[src/rtl/led_fader.sv]
// Four-channel PWM fade stage: ramps LED duty up/down on each led_in edge.
// Define LED_FADE_SYNC_EN to pass led_in through a 2-flop synchroniser.
module led_fader #(
    parameter logic [31:0] CLK_FREQ = 32'd50_000_000,
    parameter logic [31:0] STEP_HZ  = 32'd1000,
    parameter int          PWM_BITS = 8
) (
    input  logic       sys_clk,
    input  logic       sys_rst_n,
    input  logic [3:0] led_in,
    output logic [3:0] led_out,
    output logic [3:0] busy
);

    localparam logic [31:0] P_RAW = CLK_FREQ / STEP_HZ;
    localparam logic [31:0] P     = (P_RAW == 32'd0) ? 32'd1 : P_RAW;
    localparam int          PRE_W = (P > 32'd1) ? $clog2(P) : 1;
    localparam logic [PRE_W-1:0]    PRE_LAST = PRE_W'(P - 32'd1);
    localparam logic [PWM_BITS-1:0] LVL_MAX  = '1;
    localparam logic [PWM_BITS-1:0] LVL_MIN  = '0;

    typedef enum logic [1:0] {
        ST_OFF,
        ST_RISE,
        ST_ON,
        ST_FALL
    } state_t;

    logic [PRE_W-1:0]    pre_cnt;
    logic                tick;
    logic [PWM_BITS-1:0] pwm_cnt;
    logic [3:0]          target;

    state_t              state    [4];
    state_t              state_nx [4];
    logic [PWM_BITS-1:0] level    [4];
    logic [PWM_BITS-1:0] level_nx [4];
    logic [PWM_BITS-1:0] level_up [4];
    logic [PWM_BITS-1:0] level_dn [4];

    assign tick = (pre_cnt == PRE_LAST);

    always_ff @(posedge sys_clk or negedge sys_rst_n) begin
        if (!sys_rst_n) begin
            pre_cnt <= '0;
            pwm_cnt <= '0;
        end else begin
            pre_cnt <= tick ? '0 : pre_cnt + 1'b1;
            pwm_cnt <= pwm_cnt + 1'b1;
        end
    end

`ifdef LED_FADE_SYNC_EN
    logic [3:0] sync_a;
    logic [3:0] sync_b;

    always_ff @(posedge sys_clk or negedge sys_rst_n) begin
        if (!sys_rst_n) begin
            sync_a <= '0;
            sync_b <= '0;
        end else begin
            sync_a <= led_in;
            sync_b <= sync_a;
        end
    end

    assign target = sync_b;
`else
    assign target = led_in;
`endif

    // A reversal on a tick cycle takes that tick's step in the new direction;
    // the terminal-state check only applies when continuing in the same direction.
    always_comb begin
        for (int unsigned i = 0; i < 4; i++) begin
            state_nx[i] = state[i];
            level_nx[i] = level[i];
            level_up[i] = (level[i] == LVL_MAX) ? level[i] : level[i] + 1'b1;
            level_dn[i] = (level[i] == LVL_MIN) ? level[i] : level[i] - 1'b1;
            case (state[i])
                ST_OFF: begin
                    if (target[i]) state_nx[i] = ST_RISE;
                end
                ST_RISE: begin
                    if (!target[i]) begin
                        state_nx[i] = ST_FALL;
                        if (tick) level_nx[i] = level_dn[i];
                    end else if (tick) begin
                        level_nx[i] = level_up[i];
                        if (level_up[i] == LVL_MAX) state_nx[i] = ST_ON;
                    end
                end
                ST_ON: begin
                    if (!target[i]) state_nx[i] = ST_FALL;
                end
                ST_FALL: begin
                    if (target[i]) begin
                        state_nx[i] = ST_RISE;
                        if (tick) level_nx[i] = level_up[i];
                    end else if (tick) begin
                        level_nx[i] = level_dn[i];
                        if (level_dn[i] == LVL_MIN) state_nx[i] = ST_OFF;
                    end
                end
                default: state_nx[i] = ST_OFF;
            endcase
        end
    end

    always_ff @(posedge sys_clk or negedge sys_rst_n) begin
        if (!sys_rst_n) begin
            for (int unsigned i = 0; i < 4; i++) begin
                state[i] <= ST_OFF;
                level[i] <= '0;
            end
            led_out <= '0;
            busy    <= '0;
        end else begin
            for (int unsigned i = 0; i < 4; i++) begin
                state[i]   <= state_nx[i];
                level[i]   <= level_nx[i];
                led_out[i] <= (state[i] == ST_ON) || (pwm_cnt < level[i]);
                busy[i]    <= (state_nx[i] == ST_RISE) || (state_nx[i] == ST_FALL);
            end
        end
    end

endmodule
[config.mk]
export PLATFORM = sky130hd
export DESIGN_NAME = led_fader
export DESIGN_NICKNAME = d
export VERILOG_FILES = /design/src/rtl/led_fader.sv
export SDC_FILE = /design/constraint.sdc
export NUM_CORES = 1
export LEC_CHECK = 0
export ABC_AREA = 1
export BUFFER_PORTS_ARGS = -buffer_cell sky130_fd_sc_hd__buf_2
export CAP_MARGIN = 20
export CORE_MARGIN = 8
export CORE_UTILIZATION = 50
export DETAILED_ROUTE_END_ITERATION = 8
export GPL_TIMING_DRIVEN = 0
export PLACE_DENSITY = 0.69
export SYNTH_ARGS = -nofsm -noshare
export SYNTH_HDL_FRONTEND = slang
export SYNTH_SLANG_ARGS = --single-unit
[constraint.sdc]
create_clock -name sys_clk -period 1.7 [get_ports sys_clk]
set_input_delay 0.34 -clock sys_clk [delete_from_list [all_inputs] [get_ports sys_clk]]
set_output_delay 0.34 -clock sys_clk [all_outputs]
set_load 0.02 [all_outputs]
# == Word-level counts from Yosys, hierarchy flattened ==
# Index checks and enable logic that the tools add are counted.
# Widths: inputs -> output; s select.
# word_totals
ff_bits,72
inputBits,6
out_inout_bits,8
word_cells,140
# op_classes
addsub,10
magnitude_cmp,4
n_eq_ne,29
mux,57
reduce_logical,28
# op_table
op,n
$mux 8,20
$eq 8x8->1 const B,8
$logic_not 8->1,8
$mux 2,32
$add 8x1->8 const B,5
$lt 8x8->1,4
$pmux 2 s4,4
$sub 8x1->8 const B,4
$eq 2x2->1 const B,12
$add 16x1->16 const B,1
$eq 16x16->1 const B,1
$eq 2x1->1 const B,8
$mux 16,1
$logic_not 2->1,4
$logic_or 1x1->1,8
$reduce_and 2->1,4
$reduce_or 2->1,4

# == Logic depth before layout (Yosys ltp) ==
# Gate-level depths: netlist of run 1.
# depth
ltp_word,9
ltp_mapped,15
depth_no_buf,15

# == Worst setup path after synthesis of run 1 ==
# No wires, ideal clock.
# synth_timing
path_type,reg-to-reg
start,register level[16] (netlist name)
end,register busy[1]
setup_time_ns,0.122
t_arrival_ns,1.639
t_required_ns,1.578
slack_ns,-0.061
stages_incl_launch_ff,14
path_buffers,0
period_less_slack_ns,1.761
cell_sequence,dfrtp_1 > inv_1 > ha_1 > nand2_1 > nor2_2 > nand2_1 > o21ai_1 > nand2_1 > nor2_1 > nand2_1 > nand2_1 > nand2_1 > nor2_1 > nor2_1
# synth_lines
item,line,rtl
"start, declared",36,logic [PWM_BITS-1:0] level [4];
"start signal, assigned by index",121,level[i] <= level_nx[i];
"end signal, assigned by index",123,busy[i] <= (state_nx[i] == ST_RISE) || (state_nx[i] == ST_FALL);
"end, declared",12,output logic [3:0] busy

==> impl_results.md, run 1 <==
- Post-route antenna net violation count: 0
- Top area cells in the synthesized netlist: dfrtp_1, nand2_1, ha_1
- Final hold violation count: 0
- Clk buf depth: 2
- Slew HR: 63.4%
- Post-route setup slack: -0.182 ns
- Initial antenna violation count: 0
- Post-Syn Area: 5770 um^2
- Async SR Flop Fraction: 100%
- Seq/Total Area, Yosys: 29.5%
- Die ar.: 15,200 um^2
- Req. time, crit path: 1.93 ns
- WL/cell: 15.8 um
- Max-slew violations: 0
- Share of the synthesized area in the top cell type: 29.5%
- Post-synth top flop: dfrtp_1
- Nets@finish: 1,004
- Core area: 11,300 um^2
- Inserted Clock Buffers: 9
- Worst reg2reg path depth: 13
- Status: complete, but fails checks
- Drt via density: 5.61
- Clock Tree Root: clkbuf_16
- Place WS: -0.358 ns
- Ant diodes: 0
- DRC errors left: 0
- WP data arrival: 2.11 ns
- Distinct cells, synth: 34
- TritonCTS clock tree: done
- Critical Path Fanout Max: 5
- Clk pin slew, worst setup/hold paths: 0.06 ns
- Met3 routed WL: 934 um
- Met2 WL: 8530 um
- Pin count of the biggest net entering global routing: 56
- Critical path class: reg -> reg
- Final Setup Violations: 41
- Top layer reached by signal wires: met4
- Die Y: 123 um
- Worst setup SP type: flip-flop
- First-pass GRT wire length: 26,000 um
- Seq cells post-synth: 68
- Fmax: 531 MHz
- Fin crit share: 111%
- IO buf count: 13
- Ys Warns: 0
- Most frequent cells after synthesis: nand2_1, nor2_1, inv_1, nand3_1, dfrtp_1
- Layout cell share with drive strength beyond 1: 33.2%
- HPWL Detailed: 10,500 um
- Clock sink count: 68
- Routed WL: 17,500 um
- EDFF count, synth: 0
- M1 WL: 7610 um
- Pwr/cell area: 569 nW/um^2
- Most frequent cell after synthesis: nand2_1
- Routability cong.: 0.929
- Skew-Pair Late Insertion Delay: 0.35 ns
- Hold crit path type: in -> async
- RSZ-0062 raised after global routing: yes
- Initial core utilization: 51.0%
- CP Capture Type: flip-flop
- Mean Syn Cell Area: 6.66 um^2
- Final setup TNS: -2.79 ns
- Die width: 123 um
- # rows: 39
- Worst-margin pin slew: 0.549 ns
- Cells after Synth: 866
- VDD IR max: 488 uV
- Skew final: 0.00810 ns
- Vias in the first global route: 5,616
- Area leader, netlist: dfrtp_1
- Leak: 0.00379 uW
- Vias: 6,206
- Syn Nets: 910
- H-tree levels: 3
- Syn-to-layout area delta: 34.7%
- Max Cap Viol: 0
- Failing checks: negative setup slack
- Total grt overflow: 0
- Post-layout min period: 1.88 ns
- DRT Pass-1 Iters: 6
- I/O Pins: 14
- Initial DRC Count: 443
- Total GRT Usage: 21.1%
critical path, stage by stage, from the launching register on:
cell and delay, ns:
dfrtp_1 0.42, inv_1 0.15, nand2_1 0.10, nor2_1 0.12, nand2_1 0.10, nor2_4 0.15, buf_6 0.14, nand3_1 0.10
nor2_2 0.13, nand3_1 0.09, nand2_1 0.08, inv_1 0.04, nor2_1 0.09, nor2_1 0.05
cell usage in the layout, fill, tap and decap left out, types with 18 or more instances in the layout:
cell	n
nand2_1	217
nor2_1	75
inv_1	62
buf_4	62
dfrtp_1	54
nand3_1	45
a21oi_1	32
nor2_4	30
ha_1	29
o21ai_0	27
nor2_2	26
nand3_2	26
buf_6	21
o21ai_1	19
nand2_2	18
through the flow:
step	util (%)	hold WS (ns)	total power, uW	instance area (um^2)	instances
global placement	53.2	0.454	2510	6020	1022
finish	68.6	0.411	4430	7770	1107
detailed placement	53.4	0.222	2520	6050	1023
global route	68.6	0.447	4610	7770	1107
floorplan	-	0.0444	2330	5770	866
CTS	61.8	0.416	4400	7000	1078
per-layer routing:
layer / vias to the layer above / global-route usage, %
li1: 3027 / -
met1: 2928 / 28.2
met2: 213 / 33.7
met3: 38 / 2.92
met4: 0 / 8.73
met5: - / 0
cell type report:
type,instances,area (um^2)
buffer,22,188
clock buffer,11,233
clock inverter,4,51.3
fill,901,3550
inverter,94,388
multi-input combinational,682,4340
sequential,68,1720
tap,143,179
timing repair buffer,83,677
where the power goes:
group | internal [uW] | switching [uW] | leakage (uW)
logic | 268 | 483 | 0.00295
clock network | 1130 | 735 | 0.000136
registers | 1720 | 95.6 | 0.000712
total | 3110 | 1310 | 0.00379
repair_timing:
action / in CTS / in global routing
hold buffers: 1 / 0
gates cloned: 0 / 3
buffers inserted: 39 / 28
setup endpoints to repair: 43 / 41
hold endpoints to repair: 13 / 0
pin swaps: 37 / 67
resized for setup: 105 / 180
final timing paths:
path	startpoint	end	slack (ns)
max in group asynchronous	sys_rst_n	level[9]$_DFFE_PN0P_	0.73
min	sys_rst_n	level[17]$_DFFE_PN0P_	0.41
min reg2reg	pwm_cnt[0]$_DFF_PN0_	pwm_cnt[1]$_DFF_PN0_	0.53
max	pre_cnt[5]$_DFF_PN0_	busy[1]$_DFF_PN0_	-0.18
max reg2reg	pre_cnt[5]$_DFF_PN0_	busy[1]$_DFF_PN0_	-0.18
min in group sys_clk	led_in[3]	busy[3]$_DFF_PN0_	0.41
state kept, by name, summed over array words and instances, names as in the netlist:
name and flops:
pwm_cnt 8, led_out 4, busy 3, level 32
state 5, pre_cnt 16
cell families (layout without fill, tap and decap cells):
family / count (synthesis) / in the layout / synth area share (%)
and+or+nand+nor: 473 / 473 / 35.5
DFF: 68 / 68 / 29.5
adders and majority gates: 38 / 38 / 8.24
xor gates and xnor gates: 26 / 26 / 3.95
AOI/OAI and AO/OA: 145 / 145 / 13.9
buffers and inverters: 116 / 214 / 8.91
(Power assumes the default switching activity.)
==> inputs of run 2 (changes only) <==
PLACE_DENSITY = 0.68   (was 0.69)
==> run 2 against run 1 <==
Against the previous run:
- the run still ends with negative setup slack left
- wire length increased by 2.4%
- sequential power about the same
- worst setup slack gained 0.015 ns
- clock skew up 0.0026 ns
- die area stayed put
- total power increased by 1.4%
- clock power rose by 4%
- critical path depth is 3 lower
- largest cell class unchanged
- combinational power hardly changed
- sequential cell count stayed put
- hold slack better by 0.0013 ns
- count of clock-buffer cells in the layout rose by 1
==> impl_results.md, run 2 (same netlist as run 1, synthesis figures left out) <==
- WHS Path Cells: 6
- WP data arrival: 2.08 ns (-0.03 ns)
- Die Y: 123 um (unchanged)
- TritonCTS clock tree: done
- Critical path class: reg -> reg
- WL/cell: 16.1 um (+2.0%)
- Worst reg2reg path depth: 10 (-3)
- Routability cong.: 0.930 (about the same)
- H-tree levels: 3 (unchanged)
- Initial core utilization: 51.0% (unchanged)
- Core area: 11,300 um^2 (unchanged)
- Vias: 6,437 (+3.7%)
- Status: complete, but fails checks
- Drt via density: 5.79 (+3.3%)
- VDD IR max: 526 uV (+7.7%)
- Vias in the first global route: 5,819 (+3.6%)
- Biggest regs: level (32), pre_cnt (16), pwm_cnt (8)
- Post-route setup slack: -0.167 ns (+0.0151 ns)
- Fill count: 871 (-3.3%)
- Commonest non-fill, non-tap cell in the layout: nand2_1
- Max Cap Viol: 0 (unchanged)
- Die ar.: 15,200 um^2 (unchanged)
- First-pass GRT wire length: 27,100 um (+4.2%)
- Largest Register: level
- Slew HR: 61.9% (-1.5 points)
- Clk buf depth: 2 (unchanged)
- Failing checks: negative setup slack
- DRC errors left: 0 (unchanged)
- Routed WL: 17,900 um (+2.4%)
- Critical Path Fanout Max: 6 (+1)
- Hold crit path type: in -> reg
- Pwr Total: 4490 uW (+1.4%)
- Total GRT Usage: 22.2% (+1.1 points)
- Leak: 0.00375 uW (-1.2%)
- Final Setup Violations: 41 (unchanged)
- IO buf count: 13 (unchanged)
- CP Capture Type: flip-flop
- Met1 Use GR: 27.5% (-0.74 points)
- Max-slew violations: 0 (unchanged)
- # rows: 39 (unchanged)
- Layout cell share with drive strength beyond 1: 32.4% (-0.76 points)
- Post-layout min period: 1.87 ns (-0.0151 ns)
- Worst-margin pin slew: 0.571 ns (+0.0219 ns)
- HPWL Detailed: 11,000 um (+3.9%)
- Met3 GRT Util: 4.02% (+1.1 points)
- GR peak layer: met2
- Clock Tree Root: clkbuf_16
- Fmax: 536 MHz (+0.81%)
- WHS: 0.412 ns (+0.00130 ns)
- Inserted Clock Buffers: 9 (unchanged)
- Final setup TNS: -4.01 ns (-1.21 ns)
- Total grt overflow: 0 (unchanged)
- Ant diodes: 0 (unchanged)
- I/O Pins: 14 (unchanged)
- Initial antenna violation count: 0 (unchanged)
- Die width: 123 um (unchanged)
- Skew-Pair Late Insertion Delay: 0.35 ns (about the same)
- Clk pin slew, worst setup/hold paths: 0.06 ns (about the same)
- Fin crit share: 110% (-0.89 points)
- Pwr/cell area: 582 nW/um^2 (+2.1%)
- Commonest cells after routing, fill and taps aside: nand2_1, nor2_1, buf_4
- Placed Cells: 1,023 (unchanged)
- Syn-to-layout area delta: 33.7%
- RSZ-0062 raised after global routing: yes
- Fin cells: 1,111 (+0.36%)
- Initial DRC Count: 631 (+42%)
- Clock sink count: 68 (unchanged)
- Met2 Track Usage GR: 35.4% (+1.7 points)
- Flip-flop count of the largest register after layout: 32 (unchanged)
- Pin count of the biggest net entering global routing: 49 (-13%)
- Post-route antenna net violation count: 0 (unchanged)
- Worst setup SP type: flip-flop
- Final core utilization: 68.2% (-0.48 points)
- Req. time, crit path: 1.91 ns (-0.02 ns)
- Final hold violation count: 0 (unchanged)
- DRT Pass-1 Iters: 5 (-1)
- Nets@finish: 1,009 (+0.50%)
- Skew final: 0.0107 ns (+0.00261 ns)
==> run 2: per-stage QoR <==
| step | setup WS (ns) | area, um^2 |
|---|---|---|
| finish | -0.167 | 7720 |
| detailed placement | -0.349 | 6050 |
| CTS | -0.0860 | 7080 |
| global placement | -0.344 | 6020 |
| floorplan | -0.0189 | 5770 |
| global route | -0.282 | 7720 |
==> run 2: worst paths after layout <==
kind                                              end  slack [ns]                  from
worst min-delay path                busy[3]$_DFF_PN0_        0.41             led_in[3]
worst max-delay path            level[10]$_DFFE_PN0P_       -0.17  pre_cnt[0]$_DFF_PN0_
max in group asynchronous       pre_cnt[11]$_DFF_PN0_        0.68             sys_rst_n
worst min register to register   pre_cnt[0]$_DFF_PN0_        0.50  pre_cnt[0]$_DFF_PN0_
min in group asynchronous        level[5]$_DFFE_PN0P_        0.44             sys_rst_n
worst max register to register  level[10]$_DFFE_PN0P_       -0.17  pre_cnt[0]$_DFF_PN0_
==> run 2: report_power, final <==
part / total, uW / internal (uW) / switching, uW
Sequential: 1810 / 1720 / 92.2
Combinational: 753 / 270 / 483
Clock: 1930 / 1200 / 730
==> run 2: area by class of cell <==
cell class / instances / area, um^2 / area share, %
buffer: 22 / 190 / 2.46
clock inverter: 2 / 35.0 / 0.454
inverter: 94 / 374 / 4.85
sequential: 68 / 1720 / 22.2
multi-input combinational: 682 / 4260 / 55.3
clock buffer: 12 / 256 / 3.32
timing repair buffer: 88 / 703 / 9.11
tap: 143 / 179 / 2.32
==> run 2: timing repair <==
item,in CTS,in global routing
gates cloned,0,3
hold endpoints to repair,20,0
pin swaps,48,66
endpoints found under the setup margin,42,46
resized for setup,122,141
hold buffers,1,0
buffers inserted,44,27
==> run 2: critical path, cell delays in order, from the launching register on <==
cell	delay, ns
dfrtp_1	0.40
ha_4	0.18
buf_6	0.10
nand3_4	0.08
nor2_4	0.14
nand2_4	0.09
buf_12	0.17
nor2_4	0.18
inv_2	0.08
a31oi_1	0.18
a22oi_1	0.12
==> run 2: routing by layer <==
metal / part of all wire [%] / wire, um
met2: 47 / 8450
met1: 42 / 7460
met4: 4.2 / 758
met5: 0 / 0
met3: 7.1 / 1270
==> inputs of run 3 (changes only) <==
CTS_CLUSTER_SIZE = 24   (was not set)
GPL_ROUTABILITY_DRIVEN = 0   (was not set)
PLACE_DENSITY = 0.8   (was 0.68)
==> run 3 against run 2 <==
Against the previous run:
- the run still ends with negative setup slack left
- critical path type unchanged
- cell area rose by 2.0%
- non-clock buffer count rose by 5
- sequential cell count did not move
- largest power group unchanged
- global-route usage rose by 0.27 points
- critical endpoint is now level[2]$_DFFE_PN0P_
- count of clock-buffer cells in the layout fell by 2
==> impl_results.md, run 3 (same netlist as run 1, synthesis figures left out) <==
- Layout cell share with drive strength beyond 1: 34.1% (+1.6 points)
- DRC errors left: 0 (unchanged)
- Core area: 11,300 um^2 (unchanged)
- Die width: 123 um (unchanged)
- Pwr/cell area: 615 nW/um^2 (+5.7%)
- Post-route antenna net violation count: 0 (unchanged)
- Vias: 6,758 (+5.0%)
- Total grt overflow: 0 (unchanged)
- Failing checks: negative setup slack
- Critical Path Fanout Max: 7 (+1)
- # rows: 39 (unchanged)
- Met3 GRT Util: 3.42% (-0.59 points)
- Critical path class: reg -> reg
- H-tree levels: 3 (unchanged)
- Final Setup Violations: 46 (+12%)
- Hold crit path type: in -> async
- Initial DRC Count: 820 (+30%)
- Drt via density: 6.04 (+4.3%)
- Clock sink count: 68 (unchanged)
- Largest Register: level
- Slew HR: 40.0% (-22 points)
- Die Y: 123 um (unchanged)
- Internal Pwr Total: 3450 uW (+8.5%)
- Clk buf depth: 2 (unchanged)
- Post-route setup slack: -0.288 ns (-0.121 ns)
- Syn-to-layout area delta: 36.4%
- Reg-to-reg critical path startpoint: pre_cnt[15]$_DFF_PN0_
- Max Cap Viol: 0 (unchanged)
- Met1 Use GR: 27.2% (-0.29 points)
- Commonest cells after routing, fill and taps aside: nand2_1, nor2_1, buf_4
- Final core utilization: 69.5% (+1.3 points)
- Sw Share: 28.6% (-0.48 points)
- Skew-Pair Late Insertion Delay: 0.36 ns (about the same)
- First-pass GRT wire length: 27,500 um (+1.5%)
- Status: complete, but fails checks
- Combinational share of power: 15.4% (-1.4 points)
- Worst setup SP type: flip-flop
- Leak: 0.00381 uW (+1.6%)
- Post-layout min period: 1.99 ns (+0.121 ns)
- Clock Tree Root: clkbuf_16
- DRT Pass-1 Iters: 6 (+1)
- Biggest regs: level (32), pre_cnt (16), pwm_cnt (8)
- CP Capture Type: flip-flop
- P_sw: 1380 uW (+6.0%)
- HPWL Detailed: 10,100 um (-8.2%)
- WL/cell: 17.9 um (+11%)
- R2r endpoint: level[2]$_DFFE_PN0P_
- Inserted Clock Buffers: 9 (unchanged)
- Die ar.: 15,200 um^2 (unchanged)
- GR peak layer: met2
- Worst reg2reg path depth: 10 (unchanged)
- Skew final: 0.0120 ns (+0.00125 ns)
- Sequential share of power: 37.4% (-2.9 points)
- Pin count of the biggest net entering global routing: 69 (+41%)
- Fin crit share: 117% (+7.1 points)
- Pwr Total: 4840 uW (+7.8%)
- Worst-margin pin slew: 0.900 ns (+0.329 ns)
- WP data arrival: 2.25 ns (+0.17 ns)
- Clk pin slew, worst setup/hold paths: 0.07 ns (about the same)
- Total GRT Usage: 22.5% (+0.27 points)
- Final hold violation count: 0 (unchanged)
- Clock network fraction of total power: 47.2% (+4.2 points)
- Req. time, crit path: 1.96 ns (+0.05 ns)
- Vias in the first global route: 5,779 (-0.69%)
- RSZ-0062 raised after global routing: yes
- IO buf count: 13 (unchanged)
- Max-slew violations: 0 (unchanged)
- Nets@finish: 1,014 (+0.50%)
- Routed WL: 20,100 um (+12%)
- TritonCTS clock tree: done
- Initial antenna violation count: 0 (unchanged)
- Initial core utilization: 51.0% (unchanged)
- I/O Pins: 14 (unchanged)
- Ant diodes: 0 (unchanged)
- Met2 Track Usage GR: 37.6% (+2.2 points)
- VDD IR max: 802 uV (+53%)
- Flop2flop setup slack: -0.29 ns (-0.12 ns)
- Commonest non-fill, non-tap cell in the layout: nand2_1
- Fmax: 503 MHz (-6.1%)
- Flip-flop count of the largest register after layout: 32 (unchanged)
-- run 3: cell types whose count changed in the layout (fill, tap and decap cells not counted), moves of 2 or more --
cell / change
buf_6: +5
o22ai_1: -5
o22ai_2: +5
nand3_1: +4
nand3_2: -4
inv_1: -3
nor2_2: +3
nor2_4: -3
a21oi_1: -2
a21oi_2: +2
bufinv_16: +2
clkinvlp_4: +2
nor3_1: -2
-- run 3: per-layer routing --
metal  wire (um)  share of wire (%)
met5           0                  0
met3        1870                9.3
met1        7370                 37
met2        9700                 48
met4        1120                5.6
-- run 3: final cells by class --
class	instances	area, um^2
plain buffers	22	188
multi-input cells	682	4300
fillers	792	3450
inverters	94	380
clock buffers	10	239
well taps	143	179
repair buffers	93	754
flip-flops and latches	68	1720
clock inverters	6	111
-- run 3: power groups by stage --
stage	registers (uW)	logic [uW]	clock network, uW
3_3_place_gp	1830	667	0
3_5_place_dp	1830	686	0
4_1_cts	1810	696	2260
2_1_floorplan	1810	522	0
5_1_grt	1820	839	2350
6_report	1810	745	2280
-- run 3: how the worst max path moves through the flow --
stage | start | end | slack (ns) | cells past startpoint
2_1_floorplan | level[16]$_DFFE_PN0P_ | busy[1]$_DFF_PN0_ | -0.02 | 13
3_3_place_gp | level[16]$_DFFE_PN0P_ | busy[1]$_DFF_PN0_ | -0.30 | 13
3_5_place_dp | level[16]$_DFFE_PN0P_ | busy[1]$_DFF_PN0_ | -0.35 | 13
4_1_cts | level[16]$_DFFE_PN0P_ | busy[1]$_DFF_PN0_ | -0.10 | 15
5_1_grt | level[16]$_DFFE_PN0P_ | busy[1]$_DFF_PN0_ | -0.38 | 15
6_report | pre_cnt[15]$_DFF_PN0_ | level[2]$_DFFE_PN0P_ | -0.29 | 10
-- run 3: worst max-delay path, stage by stage, from the launching register on --
cell and delay (ns):
dfrtp_1 0.46, nand2_1 0.09, inv_2 0.09, nand2_1 0.11, nor2_4 0.15, nand2_4 0.11
buf_12 0.17, nor2_4 0.20, buf_6 0.18, o21ai_2 0.09, o22ai_1 0.23
-- run 3: metrics by stage --
step | setup TNS (ns) | instance area (um^2) | setup WS (ns) | hold slack, ns | instances
after floorplan | -0.0189 | 5770 | -0.0189 | 0.0444 | 866
after global placement | -12.73 | 6020 | -0.304 | 0.453 | 1022
after detailed placement | -6.06 | 6020 | -0.346 | 0.458 | 1022
after CTS | -0.246 | 7080 | -0.104 | 0.157 | 1078
after global routing | -10.56 | 7870 | -0.385 | 0.198 | 1118
final | -6.42 | 7870 | -0.288 | 0.109 | 1118
-- run 3: repair_timing --
item	4_1_cts	5_1_grt
resized for setup	111	165
hold buffers	0	0
pin swaps	33	56
cloned	0	2
buffers inserted	40	40
endpoints found under the setup margin	43	49
